`src/rtl/intersection_phase_arbiter_pkg.sv`:
```
// rtl/intersection_phase_arbiter_pkg.sv - shared encodings for the intersection phase arbiter
package intersection_pkg;

    localparam logic [2:0] LIGHT_RED = 3'b100;
    localparam logic [2:0] LIGHT_YEL = 3'b010;
    localparam logic [2:0] LIGHT_GRN = 3'b001;

    localparam logic [1:0] NS    = 2'd0;
    localparam logic [1:0] EW    = 2'd1;
    localparam logic [1:0] SW_NE = 2'd2;
    localparam logic [1:0] WN_ES = 2'd3;

    typedef enum logic [1:0] {
        IDLE,
        GREEN,
        YELLOW,
        ALL_RED
    } state_t;

    // Only the owner's head ever leaves red, so two non-red heads cannot occur.
    function automatic logic [2:0] head_light(input state_t st, input logic [1:0] owner,
                                              input logic [1:0] idx);
        logic [2:0] l;
        l = LIGHT_RED;
        if (idx == owner) begin
            if (st == GREEN)
                l = LIGHT_GRN;
            else if (st == YELLOW)
                l = LIGHT_YEL;
        end
        return l;
    endfunction

endpackage

```
`src/rtl/intersection_phase_arbiter_rr_pick4.sv`:
```
// rtl/intersection_phase_arbiter_rr_pick4.sv - combinational round-robin picker over four requests
module rr_pick4 (
    input  logic [3:0] req,
    input  logic [1:0] last,
    output logic       valid,
    output logic [1:0] idx
);

    logic [1:0] w_cand;

    // Walk from farthest to nearest so the nearest requester after last wins.
    always_comb begin
        valid  = 1'b0;
        idx    = last;
        w_cand = last;
        for (int i = 4; i >= 1; i--) begin
            w_cand = last + 2'(i);
            if (req[w_cand]) begin
                valid = 1'b1;
                idx   = w_cand;
            end
        end
    end

endmodule

```
`src/rtl/intersection_phase_arbiter.sv`:
```
// rtl/intersection_phase_arbiter.sv - four-approach round-robin intersection phase controller
module intersection_phase_arbiter
    import intersection_pkg::*;
#(
    parameter int CNT_W        = 17,
    parameter int MIN_GREEN    = 3,
    parameter int MAX_GREEN    = 6,
    parameter int YELLOW_TIME  = 2,
    parameter int ALL_RED_TIME = 1
) (
    input  logic       clk,
    input  logic       rst,
    input  logic       ns_traffic,
    input  logic       ew_traffic,
    input  logic       sw_ne_traffic,
    input  logic       wn_es_traffic,
    output logic [2:0] ns_light,
    output logic [2:0] ew_light,
    output logic [2:0] sw_ne_light,
    output logic [2:0] wn_es_light,
    output logic [3:0] grant,
    output logic       phase_done
);

    localparam logic [CNT_W-1:0] C_MIN_LAST = CNT_W'(MIN_GREEN - 1);
    localparam logic [CNT_W-1:0] C_MAX_LAST = CNT_W'(MAX_GREEN - 1);
    localparam logic [CNT_W-1:0] C_YEL_LAST = CNT_W'(YELLOW_TIME - 1);
    localparam logic [CNT_W-1:0] C_AR_LAST  = CNT_W'(ALL_RED_TIME - 1);

    state_t           r_state, w_state_nx;
    logic [CNT_W-1:0] r_cnt, w_cnt_nx;
    logic [1:0]       r_last, w_last_nx;
    logic [3:0][2:0]  r_light, w_light_nx;
    logic [3:0]       r_grant, w_grant_nx;
    logic             r_done, w_done_nx;

    logic [3:0] w_req;
    logic       w_pick_valid;
    logic [1:0] w_pick_idx;
    logic       w_own_req;
    logic       w_others;

    assign w_req     = {wn_es_traffic, sw_ne_traffic, ew_traffic, ns_traffic};
    assign w_own_req = w_req[r_last];
    assign w_others  = |(w_req & ~(4'b0001 << r_last));

    rr_pick4 u_pick (
        .req   (w_req),
        .last  (r_last),
        .valid (w_pick_valid),
        .idx   (w_pick_idx)
    );

    // r_last doubles as the current owner once a phase has been granted.
    always_comb begin
        w_state_nx = r_state;
        w_cnt_nx   = r_cnt;
        w_last_nx  = r_last;
        case (r_state)
            IDLE: begin
                if (w_pick_valid) begin
                    w_state_nx = GREEN;
                    w_cnt_nx   = '0;
                    w_last_nx  = w_pick_idx;
                end
            end
            GREEN: begin
                if (r_cnt >= C_MIN_LAST &&
                    (!w_own_req || (w_others && r_cnt == C_MAX_LAST))) begin
                    w_state_nx = YELLOW;
                    w_cnt_nx   = '0;
                end else if (r_cnt < C_MAX_LAST) begin
                    w_cnt_nx = r_cnt + 1'b1;
                end
            end
            YELLOW: begin
                if (r_cnt == C_YEL_LAST) begin
                    w_state_nx = ALL_RED;
                    w_cnt_nx   = '0;
                end else begin
                    w_cnt_nx = r_cnt + 1'b1;
                end
            end
            ALL_RED: begin
                if (r_cnt == C_AR_LAST) begin
                    w_cnt_nx = '0;
                    if (w_pick_valid) begin
                        w_state_nx = GREEN;
                        w_last_nx  = w_pick_idx;
                    end else begin
                        w_state_nx = IDLE;
                    end
                end else begin
                    w_cnt_nx = r_cnt + 1'b1;
                end
            end
            default: begin
                w_state_nx = IDLE;
                w_cnt_nx   = '0;
            end
        endcase
    end

    // Outputs are computed from the next state so the registered heads line up with it.
    always_comb begin
        w_done_nx  = (w_state_nx == ALL_RED) && (w_cnt_nx == C_AR_LAST);
        w_grant_nx = 4'b0000;
        if (w_state_nx == GREEN || w_state_nx == YELLOW)
            w_grant_nx = 4'b0001 << w_last_nx;
        w_light_nx = {4{LIGHT_RED}};
        for (int j = 0; j < 4; j++)
            w_light_nx[j] = head_light(w_state_nx, w_last_nx, 2'(j));
    end

    always_ff @(posedge clk) begin
        if (rst) begin
            r_state <= IDLE;
            r_cnt   <= '0;
            r_last  <= 2'd3;
            r_light <= {4{LIGHT_RED}};
            r_grant <= 4'b0000;
            r_done  <= 1'b0;
        end else begin
            r_state <= w_state_nx;
            r_cnt   <= w_cnt_nx;
            r_last  <= w_last_nx;
            r_light <= w_light_nx;
            r_grant <= w_grant_nx;
            r_done  <= w_done_nx;
        end
    end

    assign ns_light    = r_light[NS];
    assign ew_light    = r_light[EW];
    assign sw_ne_light = r_light[SW_NE];
    assign wn_es_light = r_light[WN_ES];
    assign grant       = r_grant;
    assign phase_done  = r_done;

endmodule

```
`config.mk`:
```
export PLATFORM = sky130hd
export DESIGN_NAME = intersection_phase_arbiter
export DESIGN_NICKNAME = d
export VERILOG_FILES = /design/src/rtl/intersection_phase_arbiter_pkg.sv /design/src/rtl/intersection_phase_arbiter_rr_pick4.sv /design/src/rtl/intersection_phase_arbiter.sv
export SDC_FILE = /design/constraint.sdc
export NUM_CORES = 1
export LEC_CHECK = 0
export ABC_AREA = 1
export CAP_MARGIN = 5
export CELL_PAD_IN_SITES_DETAIL_PLACEMENT = 0
export CELL_PAD_IN_SITES_GLOBAL_PLACEMENT = 1
export CORE_ASPECT_RATIO = 1.4
export CORE_MARGIN = 2
export CORE_UTILIZATION = 45
export CTS_BUF_LIST = sky130_fd_sc_hd__clkbuf_4 sky130_fd_sc_hd__clkbuf_8
export CTS_CLUSTER_SIZE = 24
export DETAILED_ROUTE_END_ITERATION = 8
export PLACE_DENSITY_LB_ADDON = 0.2
export SLEW_MARGIN = 40
export SYNTH_ARGS = -nofsm -noshare
export SYNTH_HDL_FRONTEND = slang
export SYNTH_SLANG_ARGS = --single-unit
```
`constraint.sdc`:
```
create_clock -name clk -period 6 [get_ports clk]
set_input_delay 1.5 -clock clk [delete_from_list [all_inputs] [get_ports clk]]
set_output_delay 1.5 -clock clk [all_outputs]
set_load 0.05 [all_outputs]
```
==> run_results.csv <==
group,metric,value,unit
setup_path,slowest_stage,"clkdlybuf4s50_1",
clock_tree,h-tree-depth,2,
min_path,hold_depth,2,
status,status,"finished clean",
floorplanning,die-area,6720,µm²
detailed_routing,vias_per_cell,5.30,
power,power-per-cell-area,330,nW/µm²
floorplanning,fp.dieH,96.2,µm
power,p_leak,1.49,nW
sta,setup_viol,0,
sta,finalCritPeriodShare,60.4,%
clock_tree,insertion_delay,0.30,ns
setup_path,critPathMaxFanout,18,
power,vdd_drop_max,297,µV
logic_synthesis,seq_area_frac_synth,27.8,%
min_path,hold_start,"r_state[0]",
setup_path,crit_family,"simple AND/OR/NAND/NOR gates",
detailed_routing,first_pass_iters,4,
logic_synthesis,synth_largest_area_cell,"dfxtp_1",
sta,rsz0062_at_grt,"no",
setup_path,critPathRequiredTime,6.17,ns
min_path,hold_end,"r_state[0]",
setup_path,max_stage_delay,0.47,ns
setup_path,crit_buf_inv,2,
global_route,overflow,0,
logic_synthesis,ys_types,30,
setup_path,critical_path_arrival,3.79,ns
floorplanning,core_area,5860,µm²
setup_path,r2r-start,"r_cnt[0]",
floorplanning,io_pins,23,
logic_synthesis,syn_area_per_cell,6.15,µm²
sta,slew_violations,0,
finish,nets,484,
power,finalPower,1.02,mW
logic_synthesis,synth_area,2730,µm²
finish,final_cell_mix,"116 x nand2_1, 65 x nor2_1, 49 x inv_1",
sta,fmax,276,MHz
setup_path,crit_type,"in -> reg",
global_route,first_global_vias,2720,
logic_synthesis,yosys_warnings,0,
setup_path,end_kind,"flip-flop",
finish,drive_above_1_share,9.05,%
detailed_routing,antenna_left,0,
detailed_routing,drt_iter0_markers,155,
floorplanning,initial_core_util,46.6,%
clock_tree,hold_buffers,0,
placement,dp_hpwl,5.89,mm
logic_synthesis,synthTopCellsByArea,"dfxtp_1 28%, nand2_1 16%, nor2_1 8.9%",
logic_synthesis,netlist_instances,444,
setup_path,ff2ff_setup_slack,3.21,ns
setup_path,cp-start-kind,"primary input",
sta,tns,0,ns
global_route,grt_pass1_wl,12.8,mm
global_route,grt_max_degree,24,
logic_synthesis,synth-seq-cells,38,
detailed_routing,route.final.wire_length,7.67,mm
clock_tree,cts_tree,"done",
global_route,antenna_found_initial,0,
sta,tightest_slew,0.762,ns
setup_path,path_cells,"clkdlybuf4s50_1, inv_1, o21ai_1, nand2_1, nand2_1, nand2_2, nand2_4, nand2_1, nand3_1, nand2_1, o211ai_1, o21ai_1, ha_1, nor2_1, nand3_1",
floorplanning,rows,33,
placement,portBuffers,22,
min_path,hp-class,"reg -> reg",
detailed_routing,drcViolationCount,0,
clock_tree,post-cts-setup-buffers,0,
clock_tree,cts.path.max_buffers,2,
setup_path,crit_top_cell,"nand2_1",
clock_tree,clock_sinks,38,
finish,syn2layout_area_growth,13.5,%
sta,min_period,3.62,ns
job,max-cap-violations,0,
logic_synthesis,syn_nets,465,
sta,worst_slew_margin_rel,49.2,%
clock_tree,numCtsBuffers,5,
clock_tree,cts.clk_slew.worst_paths,0.08,ns
detailed_routing,num_vias,2832,
sta,fin_skew,0.0135,ns
clock_tree,cts-resized-gates,0,
detailed_routing,routedWlPerCell,14.4,µm
sta,timing_hold_violations_final,0,
logic_synthesis,yosysTopAreaCellShare,27.8,%
global_route,track_usage,24.4,%
finish,layout_commonest_cell,"nand2_1",
finish,antennaDiodeCount,0,
setup_path,r2r-end,"ew_light[2]",
placement,gp_congestion,0.933,
setup_path,r2r_cells,13,
floorplanning,fp.dieW,69.9,µm
clock_tree,cts_root_buf,"clkbuf_8",
[per-stage QoR]
step	cell area (µm²)	hold WS (ns)	std cells	setup slack, ns	util, %
after floorplan	2730	0.563	444	2.83	-
after global placement	2990	0.624	526	2.11	51.0
after detailed placement	2990	0.635	526	2.05	50.9
after CTS	3100	0.652	534	2.37	52.9
after global routing	3100	0.703	534	2.03	52.9
final	3100	0.654	534	2.38	52.9
[per-layer routing]
metal  track usage, %  vias to the layer above  part of all wire [%]
met5                0                        -                     0
met4             12.2                        0                   3.1
met3             3.04                       15                   3.1
met2             45.9                       58                    52
met1             27.1                     1302                    42
li1                 -                     1457                     -
[area by class of cell]
cell class,count,area [µm²]
Clock buffer,5,68.8
Inverter,59,221
Multi-Input combinational cell,337,1700
Tap cell,70,87.6
Clock inverter,3,45.0
Timing Repair Buffer,22,215
Sequential cell,38,761
Fill cell,639,2760
[synth_stat cells]
master / n
nor4_1: 1
buf_6: 1
buf_2: 3
nor2_2: 5
nand3b_1: 3
ha_1: 15
inv_1: 49
clkbuf_1: 6
dfxtp_1: 38
a22oi_2: 1
nand4_1: 7
nor3_1: 10
nor3b_1: 1
o21ai_1: 4
a21oi_1: 16
nor2_4: 2
inv_2: 10
nand2_4: 1
o21ai_0: 12
nand2_1: 116
or2_2: 1
o211ai_1: 9
nand3_1: 47
nand2_2: 9
xor2_1: 5
nor2_1: 65
a22oi_1: 2
a31oi_1: 1
a21oi_2: 3
nand3_2: 1
[cell families after synthesis]
| group | share of synthesized area [%] |
|---|---|
| fa+ha+maj | 6.87 |
| compound gates | 10.5 |
| buf+inv | 9.89 |
| xor+xnor | 1.60 |
| flops | 27.8 |
| simple gates | 43.3 |
[sequential cells by signal, summed over array words and instances, names as in the netlist]
register and flops:
r_cnt 17, grant 4, ew_light 3, ns_light 3, sw_ne_light 3, wn_es_light 3
r_last 2, r_state 2, phase_done 1
[how the worst max path moves through the flow]
stage                             start           to  cells after the start
after floorplan           wn_es_traffic  ew_light[2]                     13
after global placement    wn_es_traffic  ns_light[2]                     15
after detailed placement  wn_es_traffic  ew_light[2]                     15
after CTS                 wn_es_traffic  ew_light[2]                     15
after global routing      wn_es_traffic  ew_light[2]                     15
final                     wn_es_traffic  ew_light[2]                     15
[power breakdown]
group / switching, mW / total (mW) / leakage, nW / internal (mW)
clock: 0.0994 / 0.223 / 0.0504 / 0.124
sequential: 0.0255 / 0.317 / 0.309 / 0.292
combinational: 0.338 / 0.483 / 1.13 / 0.146
[worst register-to-register path, delay by kind of cell, from the launching register on]
kind	cells	cell delay [ns]
simple gates	6	0.95
fa+ha+maj	2	0.49
compound gates	3	0.46
flops	1	0.42
buf+inv	2	0.34
Note: power is estimated with default switching activity, not from simulation.
==> edit 1 (same settings) <==
Register the input `sw_ne_traffic` before use. The logic sees it one clock later. The other inputs are not delayed to match.
--- a/src/rtl/intersection_phase_arbiter.sv
+++ b/src/rtl/intersection_phase_arbiter.sv
@@ -27,6 +27,12 @@
     localparam logic [CNT_W-1:0] C_YEL_LAST = CNT_W'(YELLOW_TIME - 1);
     localparam logic [CNT_W-1:0] C_AR_LAST  = CNT_W'(ALL_RED_TIME - 1);
 
+    logic sw_ne_traffic_q;
+
+    always_ff @(posedge clk) begin
+        sw_ne_traffic_q <= sw_ne_traffic;
+    end
+
     state_t           r_state, w_state_nx;
     logic [CNT_W-1:0] r_cnt, w_cnt_nx;
     logic [1:0]       r_last, w_last_nx;
@@ -40,7 +46,7 @@
     logic       w_own_req;
     logic       w_others;
 
-    assign w_req     = {wn_es_traffic, sw_ne_traffic, ew_traffic, ns_traffic};
+    assign w_req     = {wn_es_traffic, sw_ne_traffic_q, ew_traffic, ns_traffic};
     assign w_own_req = w_req[r_last];
     assign w_others  = |(w_req & ~(4'b0001 << r_last));
 
Function: changed (a bounded check fails within 4 cycles, from zero or initial values and one cycle with rst high).
==> edit 1 against the unedited design <==
Power shrank 12%; synthesized area down 2.0%; cell area fell by 2.4%; wire length barely moved; setup slack got worse by 0.15 ns; sequential cell count grew 1; synthesized cell count shrank 4.5%; clock power is 13% lower; critical path type unchanged; critical endpoint is now sw_ne_light[2]; largest cell class unchanged.
==> edit 1: results (changes against the unedited design) <==
WP data arrival: 3.97 ns (was 3.79 ns)
Root Buffer: clkbuf_8 (unchanged)
Slowest CP cell: clkdlybuf4s50_1 (unchanged)
Reg-to-Reg Start: r_cnt[0] (unchanged)
Detail Route Antenna Nets: 0 (unchanged)
Iter 0 DRT Violations: 140 (was 155)
Vias in the first global route: 2,649 (was 2,720)
Nets: 465 (was 484)
Critical hold path startpoint: r_cnt[16] (was r_state[0])
Drt pass-1 iters: 4 (unchanged)
Register area share after synthesis: 29.1% (was 27.8%)
Synth top area cells: dfxtp_1 (29%), nand2_1 (15%), nor2_1 (9.8%) (was dfxtp_1 (28%), nand2_1 (16%), nor2_1 (8.9%))
Most frequent cells after synthesis: nand2_1 (106), nor2_1 (70), inv_1 (43) (was nand2_1 (116), nor2_1 (65), inv_1 (49))
Net Count, Synth: 445 (was 465)
N_diodes: 0 (unchanged)
Clk slew on worst S/H paths: 0.09 ns
CP peak stage delay: 0.48 ns
Layout cells sized above 1: 8.99% (was 9.05%)
Largest net degree at the start of global routing: 21 (was 24)
Syn Inst Count: 424 (was 444)
First-pass GRT wire length: 12,600 um (was 12,800 um)
Finished Layout Cells: 515 (was 534)
Fin Clk Skew: 0.00873 ns (was 0.0135 ns)
Number of port buffers: 22 (unchanged)
Critical path's top delay family: buffers and inverters (was simple AND/OR/NAND/NOR gates)
Hold Crit Class: flip-flop to flip-flop (unchanged)
TritonCTS Buffers: 5 (unchanged)
Post-Place Cell Area: 0.00293 mm^2 (was 0.00299 mm^2)
Crit Path Class: input port to flip-flop (unchanged)
CTS resizes: 0 (unchanged)
DP HPWL: 5840 um (was 5890 um)
Worst-Margin Slew: 0.561 ns (was 0.762 ns)
CP Max Fanout: 17 (was 18)
Vias after detailed routing: 2,748 (was 2,832)
Clock buffer depth: 2 (unchanged)
Worst-skew pair later-pin latency: 0.30 ns (about the same)
Max reg flops: 17 (unchanged)
Routed len/inst: 14.9 um (was 14.4 um)
Outcome: complete, no violations (unchanged)
Maximum vdd ir drop: 0.270 mV (was 0.297 mV)
Dpl cells: 507 (was 526)
Main synth FF type: dfxtp_1 (unchanged)
Initial antenna violation count: 0 (unchanged)
Largest reg by FF count: r_cnt (unchanged)
Post-synth ARST share: 0% (unchanged)
Setup Buffers After CTS: 0 (unchanged)
GPL Wtd Cong: 0.845 (was 0.933)
Static leakage: 0.00142 uW (was 0.00149 uW)
Total GRT Usage: 24.2% (was 24.4%)
Netlist cell types: 31 (was 30)
H-tree depth: 2 (unchanged)
Yosys warnings: 0 (unchanged)
Crit path launch: wn_es_traffic (unchanged)
[edit 1: cell count changes after synthesis, sizes merged, moves of 3 or more]
cell / before / now
nand3: 48 / 37
a21oi: 19 / 28
nand2: 126 / 117
inv: 59 / 51
nand3b: 3 / 0
o21ai: 16 / 13
[edit 1: where the power goes]
part	internal (uW)	switching [uW]	leakage [uW]	total, uW
clock	83.4	110	0.0000408	194
sequential	291	21.2	0.000317	312
combinational	119	280	0.00106	399
total	493	412	0.00142	905
[edit 1: routing by layer]
metal | global-route usage (%) | wire [um]
met5 | 0 | 0
met4 | 14.4 | 405
met3 | 3.81 | 220
met2 | 44.7 | 3880
met1 | 25.9 | 3160
[edit 1: metrics by stage]
step                setup slack (ns)  hold slack [ns]
finish                          2.23            0.617
global route                    1.93            0.667
CTS                             2.23            0.610
detailed placement              1.92            0.593
global placement                2.02            0.607
floorplan                       2.80            0.530
[edit 1: worst min-delay path, stage by stage (launching register included)]
cell     delay [ns]
dfxtp_1        0.39
nand2_1        0.12
a21oi_1        0.06
[edit 1: final cells by class]
cell class | instances | area [um^2]
well taps | 70 | 87.6
clock buffers | 5 | 68.8
flip-flops and latches | 39 | 781
clock inverters | 3 | 23.8
repair buffers | 22 | 215
multi-input cells | 324 | 1660
inverters | 52 | 195
fillers | 618 | 2800
[edit 1: path summary, 6_finish.rpt]
path / to / slack [ns] / cells past startpoint
min: r_cnt[16] / 0.62 / 2
max: sw_ne_light[2] / 2.23 / 15
min reg2reg: r_cnt[16] / 0.62 / 2
max reg2reg: sw_ne_light[2] / 3.14 / 15
[edit 1: kinds of logic (layout without fill, tap and decap cells)]
| group | after synthesis | after routing | synth area share [%] |
|---|---|---|---|
| buf+inv | 61 | 82 | 9.06 |
| compound gates | 54 | 54 | 11.5 |
| simple gates | 248 | 248 | 41.0 |
| xor+xnor | 7 | 7 | 2.29 |
| fa+ha+maj | 15 | 15 | 7.01 |
| flops | 39 | 39 | 29.1 |
==> edit 2 (same flow settings) <==
Made on the original files. `CNT_W`: 17 -> 13.
--- a/src/rtl/intersection_phase_arbiter.sv
+++ b/src/rtl/intersection_phase_arbiter.sv
@@ -2,7 +2,7 @@
 module intersection_phase_arbiter
     import intersection_pkg::*;
 #(
-    parameter int CNT_W        = 17,
+    parameter int CNT_W        = 13,
     parameter int MIN_GREEN    = 3,
     parameter int MAX_GREEN    = 6,
     parameter int YELLOW_TIME  = 2,
Behaviour: same outputs for any inputs over 10 cycles, from zero or initial values and one cycle with rst high; that may be too few to reach the edited logic, so the function may still have changed.
==> edit 2 against the unedited design <==
Synthesized area is 14% lower; cell area is 12% lower; critical path type unchanged; setup slack worse by 0.11 ns; highest routed layer unchanged; sequential cell count is 4 lower; power is 17% lower; wire length is 22% lower; largest cell class unchanged; worst hold slack worse by 0.11 ns; first-iteration DRC count is 15% lower.
==> edit 2: results (changes against the unedited design) <==
Largest net degree at the start of global routing: 19 (was 24)
CP peak stage delay: 0.47 ns (about the same)
Pre-CTS setup slack: 1.72 ns (was 2.05 ns)
CTS resizes: 0 (unchanged)
Critical path's top delay family: simple AND/OR/NAND/NOR gates (unchanged)
Vias in the first global route: 2,281 (was 2,720)
Outcome: complete, no violations (unchanged)
Reg-to-Reg Start: r_cnt[0] (unchanged)
Slowest CP cell: clkdlybuf4s50_1 (unchanged)
Sw Share: 38.6% (was 45.2%)
WP data arrival: 3.97 ns (was 3.79 ns)
Static leakage: 0.00138 uW (was 0.00149 uW)
Max reg flops: 13 (was 17)
Worst-Margin Slew: 0.739 ns (was 0.762 ns)
Register area share after synthesis: 28.8% (was 27.8%)
TritonCTS Buffers: 5 (unchanged)
Root Buffer: clkbuf_8 (unchanged)
Detail Route Antenna Nets: 0 (unchanged)
Yosys warnings: 0 (unchanged)
Drt pass-1 iters: 4 (unchanged)
Synth top area cells: dfxtp_1 (29%), nand2_1 (20%), inv_1 (8.6%) (was dfxtp_1 (28%), nand2_1 (16%), nor2_1 (8.9%))
Post-Place Cell Area: 0.00260 mm^2 (was 0.00299 mm^2)
Most frequent cells after synthesis: nand2_1 (123), inv_1 (54), nor2_1 (47) (was nand2_1 (116), nor2_1 (65), inv_1 (49))
Number of port buffers: 22 (unchanged)
CP Max Fanout: 13 (was 18)
GPL Wtd Cong: 0.850 (was 0.933)
Comb power frac: 38.2% (was 47.2%)
Sequential power: 272 uW (was 317 uW)
Clock buffer depth: 2 (unchanged)
Maximum vdd ir drop: 0.269 mV (was 0.297 mV)
Worst Hold Slack: 0.548 ns (was 0.654 ns)
Cell with the most instances after synthesis: nand2_1 (unchanged)
Largest reg by FF count: r_cnt (unchanged)
Layout cells sized above 1: 7.20% (was 9.05%)
Critical hold path startpoint: r_cnt[12] (was r_state[0])
Worst r2r path cells: 22 (was 13)
Reg-to-reg slack, setup: 3.28 ns (was 3.21 ns)
Final WS setup: 2.27 ns (was 2.38 ns)
N_diodes: 0 (unchanged)
Vias/cell: 4.94 (was 5.30)
DP HPWL: 4810 um (was 5890 um)
Fin Clk Skew: 0.00558 ns (was 0.0135 ns)
Net Count, Synth: 402 (was 465)
Netlist cell types: 30 (unchanged)
Total wire length: 5980 um (was 7670 um)
Iter 0 DRT Violations: 132 (was 155)
Total GRT Usage: 22.5% (was 24.4%)
First-pass GRT wire length: 10,100 um (was 12,800 um)
Nets: 423 (was 484)
Crit path launch: ns_traffic (was wn_es_traffic)
Worst setup path endpoint: phase_done (was ew_light[2])
Worst-skew pair later-pin latency: 0.29 ns
Hold EP: r_cnt[12] (was r_state[0])
Post-synth ARST share: 0% (unchanged)
-- edit 2: cell count changes after synthesis, moves of 4 or more --
cell | before | now
clkbuf_1 | 6 | 2
dfxtp_1 | 38 | 34
nor3_1 | 10 | 5
inv_2 | 10 | 3
inv_1 | 49 | 54
o211ai_1 | 9 | 3
nand2_1 | 116 | 123
nor2_1 | 65 | 47
nand2_2 | 9 | 3
nand3_1 | 47 | 31
-- edit 2: cell type report --
cell class | count | area [um^2]
repair buffers | 22 | 220
fillers | 561 | 2380
clock inverters | 3 | 68.8
inverters | 57 | 214
flip-flops and latches | 34 | 681
clock buffers | 5 | 68.8
well taps | 66 | 82.6
multi-input cells | 282 | 1410
-- edit 2: per-layer routing --
| metal | wire, um | vias to the layer above | track usage (%) |
|---|---|---|---|
| met5 | 0 | - | 0 |
| met4 | 297 | 0 | 11.4 |
| met3 | 165 | 22 | 3.74 |
| met2 | 3180 | 47 | 44.2 |
| met1 | 2340 | 1022 | 22.7 |
| li1 | - | 1226 | - |
-- edit 2: logic make-up after synthesis --
| family | after synthesis | synth area share [%] |
|---|---|---|
| adder cells (fa/ha/maj) | 15 | 7.95 |
| AO/OA/AOI/OAI | 38 | 9.39 |
| XOR/XNOR | 5 | 1.86 |
| flip-flops | 34 | 28.8 |
| AND/OR/NAND/NOR | 224 | 40.4 |
| buffers and inverters | 65 | 11.6 |
-- edit 2: per-stage QoR --
step | power [uW] | instances
2_1_floorplan | 520 | 381
3_3_place_gp | 604 | 461
3_5_place_dp | 604 | 461
4_1_cts | 858 | 469
5_1_grt | 908 | 469
6_report | 850 | 469
-- edit 2: worst min-delay path, stage by stage (launching register included) --
cell and delay, ns:
dfxtp_1 0.34, nand2_1 0.10, a21oi_1 0.06
